<file path="config.mk">
export PLATFORM = sky130hd
export DESIGN_NAME = ctu60s
export DESIGN_NICKNAME = d
export VERILOG_FILES = /design/src/rtl/ctu60s.sv
export SDC_FILE = /design/constraint.sdc
export NUM_CORES = 1
export LEC_CHECK = 0
export ABC_AREA = 1
export CORE_MARGIN = 5
export CORE_UTILIZATION = 49
export CTS_CLUSTER_SIZE = 20
export DETAILED_ROUTE_END_ITERATION = 6
export GPL_ROUTABILITY_DRIVEN = 0
export HOLD_SLACK_MARGIN = 0.08
export PLACE_DENSITY = 0.8
export SKIP_LAST_GASP = 1
export SLEW_MARGIN = 40
export SYNTH_ARGS = -nofsm -noshare
export SYNTH_HDL_FRONTEND = slang
export SYNTH_SLANG_ARGS = --single-unit
</file>
<file path="constraint.sdc">
create_clock -name clk -period 2.5 [get_ports clk]
set_input_delay 0.375 -clock clk [delete_from_list [all_inputs] [get_ports clk]]
set_output_delay 0.375 -clock clk [all_outputs]
set_load 0.01 [all_outputs]
</file>
<file path="src/rtl/ctu60s.sv">
// ctu60s: two-digit BCD seconds up-counter, 00 .. MODULUS-1.
// A qualified tick advances the count. When the count wraps back to 00,
// carry pulses high for one cycle; the minutes stage uses this pulse as
// its tick. A parallel BCD preset is range-checked, and an illegal preset
// sets the sticky load_err flag.
// Optional build macro CTU60S_TERMINAL_STOP_EN (stopwatch mode): a tick at
// MODULUS-1 freezes the count there and pulses carry once. The count then
// stays frozen until rst or a load (valid or invalid).
// MODULUS legal range is 2..100.
//
// state   | meaning
// running | count advances on qualified ticks
// stopped | (stopwatch mode only) parked at MODULUS-1, ticks ignored

module ctu60s #(
  parameter int unsigned MODULUS = 60
) (
  input  logic       clk,
  input  logic       rst,
  input  logic       pulse_in,
  input  logic       cnt_en,
  input  logic       load,
  input  logic [7:0] load_val,
  output logic [7:0] x,
  output logic       carry,
  output logic       load_err
);

  localparam int unsigned TERM     = MODULUS - 1;
  localparam logic [3:0]  TERM_H   = 4'(TERM / 10);
  localparam logic [3:0]  TERM_L   = 4'(TERM % 10);
  localparam logic [7:0]  TERM_DEC = 8'(TERM);

  logic [3:0] sec_h_q, sec_h_d;
  logic [3:0] sec_l_q, sec_l_d;
  logic       carry_q, carry_d;
  logic       load_err_q, load_err_d;

  logic [7:0] load_dec;
  logic       load_ok;
  logic       at_term;
  logic       tick;

`ifdef CTU60S_TERMINAL_STOP_EN
  logic stopped_q, stopped_d;
`endif

  // Preset validation and qualified tick decode.
  always_comb begin
    // The digits can reach 15*10+15 = 165 before validation, which still fits in 8 bits.
    load_dec = ({4'd0, load_val[7:4]} * 8'd10) + {4'd0, load_val[3:0]};
    load_ok  = (load_val[7:4] <= 4'd9) && (load_val[3:0] <= 4'd9) &&
               (load_dec <= TERM_DEC);
    at_term  = (sec_h_q == TERM_H) && (sec_l_q == TERM_L);
`ifdef CTU60S_TERMINAL_STOP_EN
    tick     = cnt_en && pulse_in && !stopped_q;
`else
    tick     = cnt_en && pulse_in;
`endif
  end

  // Next-state logic. Load takes priority over counting; otherwise the count holds.
  always_comb begin
    sec_h_d    = sec_h_q;
    sec_l_d    = sec_l_q;
    carry_d    = 1'b0;
    load_err_d = load_err_q;
`ifdef CTU60S_TERMINAL_STOP_EN
    stopped_d  = stopped_q;
`endif
    if (load) begin
      if (load_ok) begin
        sec_h_d    = load_val[7:4];
        sec_l_d    = load_val[3:0];
        load_err_d = 1'b0;
      end else begin
        sec_h_d    = 4'd0;
        sec_l_d    = 4'd0;
        load_err_d = 1'b1;
      end
`ifdef CTU60S_TERMINAL_STOP_EN
      stopped_d  = 1'b0;
`endif
    end else if (tick) begin
      if (at_term) begin
        carry_d = 1'b1;
`ifdef CTU60S_TERMINAL_STOP_EN
        stopped_d = 1'b1;
`else
        sec_h_d = 4'd0;
        sec_l_d = 4'd0;
`endif
      end else if (sec_l_q == 4'd9) begin
        sec_l_d = 4'd0;
        sec_h_d = sec_h_q + 4'd1;
      end else begin
        sec_l_d = sec_l_q + 4'd1;
      end
    end
  end

  // State registers with synchronous reset.
  always_ff @(posedge clk) begin
    if (rst) begin
      sec_h_q    <= 4'd0;
      sec_l_q    <= 4'd0;
      carry_q    <= 1'b0;
      load_err_q <= 1'b0;
    end else begin
      sec_h_q    <= sec_h_d;
      sec_l_q    <= sec_l_d;
      carry_q    <= carry_d;
      load_err_q <= load_err_d;
    end
  end

`ifdef CTU60S_TERMINAL_STOP_EN
  // Stopwatch park flag.
  always_ff @(posedge clk) begin
    if (rst) stopped_q <= 1'b0;
    else     stopped_q <= stopped_d;
  end
`endif

  assign x        = {sec_h_q, sec_l_q};
  assign carry    = carry_q;
  assign load_err = load_err_q;

endmodule

</file>
# Yosys cells after proc, flatten, opt, wreduce, memory -nomap -nowiden
# Cells that the tools add are included.
dict set report totals {
  reg_bits 10
  latchBits 0
  mem_bits_rw 0
  rom_bits 0
  output_inout_bits 10
  mem_count 0
}
dict set report classes {
  add_sub_neg 3
  multipliers 1
  div_mod_pow 0
  magnitude_cmp 3
  n_eq_ne 2
  n_shift 0
  mux 12
  bitwise_logic 1
  reduce_logical 8
}
# op count
set ops {}
lappend ops {{$mux 4} 10}
lappend ops {{$add 4x1->4 const B} 2}
lappend ops {{$add 8x4->8} 1}
lappend ops {{$le 4x4->1 const B} 2}
lappend ops {{$le 8x6->1 const B} 1}
lappend ops {{$mul 4x3->7 const B} 1}
lappend ops {{$eq 4x3->1 const B} 1}
lappend ops {{$eq 4x4->1 const B} 1}
lappend ops {{$logic_and 1x1->1} 4}
lappend ops {{$reduce_bool 3->1} 1}
lappend ops {{$reduce_or 3->1} 1}
lappend ops {{$mux 1} 2}
lappend ops {{$reduce_and 2->1} 1}
lappend ops {{$reduce_bool 2->1} 1}
lappend ops {{$not 1->1} 1}

# Longest topological paths before layout
dict set report logic_depth {
  ltp_word 6
  depth_mapped 13
  mapped_depth_nobuf 13
}

# Worst setup path after synthesis
# OpenSTA, ideal clock, no wires.
dict set report synth_path {
  path_kind {input-to-reg}
  startpoint {in load_val[5]}
  endpoint {reg load_err_q (netlist: load_err)}
  setup_time_ps 117
  arrival_ps 2043
  setup_slack_ps 340
  cell_stages 12
  path_buffers 0
  cell_sequence {ha_1 > ha_1 > inv_1 > fa_1 > nor2_2 > nand3_1 > nand3_1 > nand2_2 > nor2_8 > nand3_2 > nor2_1 > nor2_1}
}
dict set report synth_via {
  elab_chain_cells 5
}
# element line_no
set synth_rtl {}
lappend synth_rtl {{start: declaration} 23} ;# input logic [7:0] load_val,
lappend synth_rtl {{$mul 4x3->7} 51} ;# load_dec = ({4'd0, load_val[7:4]} * 8'd10) + {4'd0, load_val[3:0]};
lappend synth_rtl {{$add 8x4->8} 51}
lappend synth_rtl {{$le 8x6->1} 53} ;# (load_dec <= TERM_DEC);
lappend synth_rtl {{$logic_and 1x1->1 *} 52} ;# load_ok = (load_val[7:4] <= 4'd9) && (load_val[3:0] <= 4'd9) &&
lappend synth_rtl {{$mux 1 *} 72} ;# if (load_ok) begin
lappend synth_rtl {{end signal: assignment} 113} ;# load_err_q <= load_err_d;
lappend synth_rtl {{end: declaration} 37} ;# logic load_err_q, load_err_d;
# Every way passes the cells marked *; elsewhere a longest branch is shown, timed or not.
# A chain may end at the register's enable or synchronous reset.

# Worst setup path after layout
dict set report layout_path {
  startpoint {in load_val[6]}
  endpoint {reg sec_h_q[3]}
}
dict set report layout_via {
  elab_chain_cells 6
}
# element line_no
set layout_rtl {}
lappend layout_rtl {{$mul 4x3->7} 51}
lappend layout_rtl {{$add 8x4->8} 51}
lappend layout_rtl {{$le 8x6->1} 53}
lappend layout_rtl {{$logic_and 1x1->1 *} 52}
lappend layout_rtl {{$mux 4 *} 72}
lappend layout_rtl {{$mux 4 *} 71} ;# if (load) begin
lappend layout_rtl {{end signal: assignment} 110} ;# sec_h_q <= sec_h_d;
lappend layout_rtl {{end: declaration} 34} ;# logic [3:0] sec_h_q, sec_h_d;
# Marked as above.

==> run_results.csv <==
group,metric,value,unit
run_status,outcome,"complete, no violations",
worst_setup_path,timing.rr.start,"sec_l_q[0]$_SDFFE_PP0P_",
floorplan,io_pins,23,
global_routing,grt_pass1_wl,4.07,mm
clocking,path_clk_slew,0.07,ns
yosys,yosysSeqAreaShare,0.199,
yosys,synth_edf_count,0,
cells_and_area,fin_area,1400,sq um
detailed_routing,ant_nets,0,
worst_setup_path,cp_max_fo,5,
global_routing,grt_util_all_layers,0.160,
worst_setup_path,critical_path.top_delay_family,"adder cells",
worst_setup_path,cp.required,2.72,ns
yosys,synth.most_common_cell,"nand2_1",
worst_setup_path,worst_ep_arrival_time,2.60,ns
timing,fmax,420,MHz
yosys,syn_area,1010,sq um
yosys,synth_nets,177,
worst_setup_path,cpMaxStageDelayCell,"fa_2",
pwr,swShare,0.360,
worst_hold_path,hold_class,"reg -> reg",
clocking,cts_setup_buffers,0,
place,dp.final_hpwl,1.97,mm
pwr,power_density,402,nW/um^2
worst_setup_path,cp-end-kind,"flip-flop",
timing,setup_violations,0,
worst_setup_path,rr_worst_depth,7,
floorplan,fp-row-count,16,
worst_setup_path,crit_cells,13,
detailed_routing,viasPerCell,5.20,
pwr,vdd_drop_max,210,uV
clocking,cts_tree,"done",
clocking,insertion_delay,0.28,ns
job,maxCapViolCount,0,
worst_setup_path,path_class,"in -> reg",
timing,fin_worst_skew,0.00635,ns
yosys,ys_top_cells_by_count,"33 x nand2_1, 25 x inv_1, 14 x nand3_1",
timing,hold_viol_final,0,
pwr,internal-power,361,uW
worst_setup_path,reg2reg_slack,0.98,ns
clocking,numCtsBuffers,3,
floorplan,dieArea,3060,sq um
worst_setup_path,crit_buf_inv,2,
yosys,synthArstFlopShare,0,
worst_setup_path,critical_path.cell_chain,"clkdlybuf4s50_1 > ha_2 > ha_4 > inv_2 > fa_2 > nor2_4 > nand2_2 > nand2_1 > nand2_2 > nand2_4 > nor2_8 > nand4_1 > a21oi_2",
worst_hold_path,holdCritStartpoint,"load_err$_SDFFE_PP0P_",
timing,fin_crit,2.38,ns
cells_and_area,n_antenna_cell,0,
timing,drv_slew,0,
timing,worst_pin_slew,0.303,ns
global_routing,overflow,0,
clocking,cts_root_buffer,"clkbuf_4",
detailed_routing,drc,0,
pwr,seqPwrFrac,0.318,
detailed_routing,routedWlPerCell,11.8,um
pwr,power_frac_comb,0.411,
pwr,power_frac_clock,0.271,
floorplan,start_util,0.513,
worst_hold_path,hold_end,"load_err$_SDFFE_PP0P_",
place,portBuffers,22,
worst_hold_path,min_path_cells,2,
timing,min_period_over_period,0.953,
clocking,clockBufferDepth,2,
yosys,synthTopCellsByArea,"dfxtp_1 20%, nand2_1 12%, ha_1 11%",
detailed_routing,drt_first_pass_iters,5,
global_routing,grt_pass1_vias,1004,
clocking,cts.htree.levels,1,
pwr,p_switching,203,uW
place,dp_worst_setup_slack,-0.267,ns
yosys,synth_top_area_cell,"dfxtp_1",
worst_setup_path,critPathMaxStageDelay,0.58,ns
clocking,postCtsHoldBufs,0,
timing,relSlewSlack,0.797,
worst_setup_path,cp-startpoint,"load_val[6]",
yosys,synth_top_area_frac,0.199,
yosys,synth_cell_type_count,26,
yosys,synth_ff_type,"dfxtp_1",
worst_setup_path,worst_path_most_repeated_cell,"nand2_2",
yosys,synth.avg_cell_area,6.58,sq um
floorplan,die_w,55.3,um
cells_and_area,drive_gt1_frac,0.168,
cells_and_area,fin_nets,210,
place,placed_area,1300,sq um
detailed_routing,drtIter0Drc,12,
clocking,clock-sinks,10,
yosys,synth_seq_cells,10,
worst_setup_path,cp-start-kind,"input pin",
yosys,syn_inst,153,
global_routing,antenna_found_initial,0,
clocking,cts_resized,0,
floorplan,core-area,1960,sq um
cells_and_area,area_growth,39.4,%
detailed_routing,wirelength,2.50,mm
yosys,synth_warnings,0,
worst_setup_path,r2r_end,"sec_h_q[0]$_SDFFE_PP0P_",
detailed_routing,via_count,1103,
global_routing,grt_max_degree,12,
timing,setup_ws,0.118,ns
pwr,power_leakage,0.696,nW
floorplan,die_h,55.3,um
routing by layer:
layer  GRT usage  vias up  wire length (um)
met1       0.172      497              1040
met4      0.0833        0                53
li1            -      575                 -
met5           0        -                 0
met3      0.0233        5                97
met2       0.299       26              1310
placed cells by master (no fill, tap or decap), types with 2 or more instances in the layout:
cell,n
a21oi_1,9
buf_4,6
clkbuf_4,3
clkdlybuf4s50_1,19
dfxtp_1,10
dlymetal6s2s_1,3
ha_1,7
inv_1,24
inv_2,3
nand2_1,31
nand2_2,3
nand2_4,2
nand3_1,12
nand3_2,3
nand3b_1,2
nand4_1,9
nor2_1,6
nor2_4,2
o21ai_0,13
xor2_1,3
stage by stage:
step	power [mW]	std cells	hold WS, ns	util	TNS [ns]
floorplan	0.314	153	0.454	-	0
global placement	0.386	207	0.505	0.664	-1.46
detailed placement	0.391	207	0.539	0.664	-2.14
CTS	0.542	211	0.561	0.682	0
global route	0.603	212	0.608	0.716	-0.0221
finish	0.564	212	0.555	0.716	0
worst reg2reg max path, delay by kind of cell (launching register included):
family,cells,cell delay (ns)
AND/OR/NAND/NOR,4,0.80
flip-flops,1,0.39
buffers and inverters,2,0.16
AO/OA/AOI/OAI,1,0.06
state kept, by name (all words and copies together), names as in the netlist:
register,count
carry,1
sec_h_q,4
load_err,1
sec_l_q,4
cells by family (layout without fill, tap and decap cells):
| family | Yosys count | count (layout) | share of synthesized area |
|---|---|---|---|
| and+or+nand+nor | 74 | 75 | 0.369 |
| xor gates and xnor gates | 4 | 4 | 0.0348 |
| DFF | 10 | 10 | 0.199 |
| AOI/OAI and AO/OA | 25 | 25 | 0.130 |
| buffers and inverters | 28 | 59 | 0.104 |
| muxes | 1 | 1 | 0.0112 |
| adders and majority gates | 11 | 11 | 0.152 |
cell type report:
cell class,count,area [sq um]
repair buffers,28,273
fillers,173,558
multi-input cells,116,759
flip-flops and latches,10,200
inverters,27,101
well taps,27,33.8
clock buffers,4,36.3
power by group through the flow:
stage | Sequential [mW] | Clock, mW | Combinational, mW
after CTS | 0.179 | 0.153 | 0.209
after detailed placement | 0.183 | 0 | 0.208
final | 0.179 | 0.153 | 0.232
after global routing | 0.181 | 0.164 | 0.258
after global placement | 0.182 | 0 | 0.204
after floorplan | 0.186 | 0 | 0.128
worst max-delay path by stage:
| stage | slack, ns | endpoint |
|---|---|---|
| 6_report | 0.12 | sec_h_q[3]$_SDFFE_PP0P_ |
| 5_1_grt | -0.02 | sec_h_q[3]$_SDFFE_PP0P_ |
| 4_1_cts | 0.03 | sec_h_q[1]$_SDFFE_PP0P_ |
| 3_5_place_dp | -0.27 | load_err$_SDFFE_PP0P_ |
| 3_3_place_gp | -0.18 | sec_h_q[3]$_SDFFE_PP0P_ |
| 2_1_floorplan | 0.34 | load_err$_SDFFE_PP0P_ |
(Power assumes the default switching activity.)
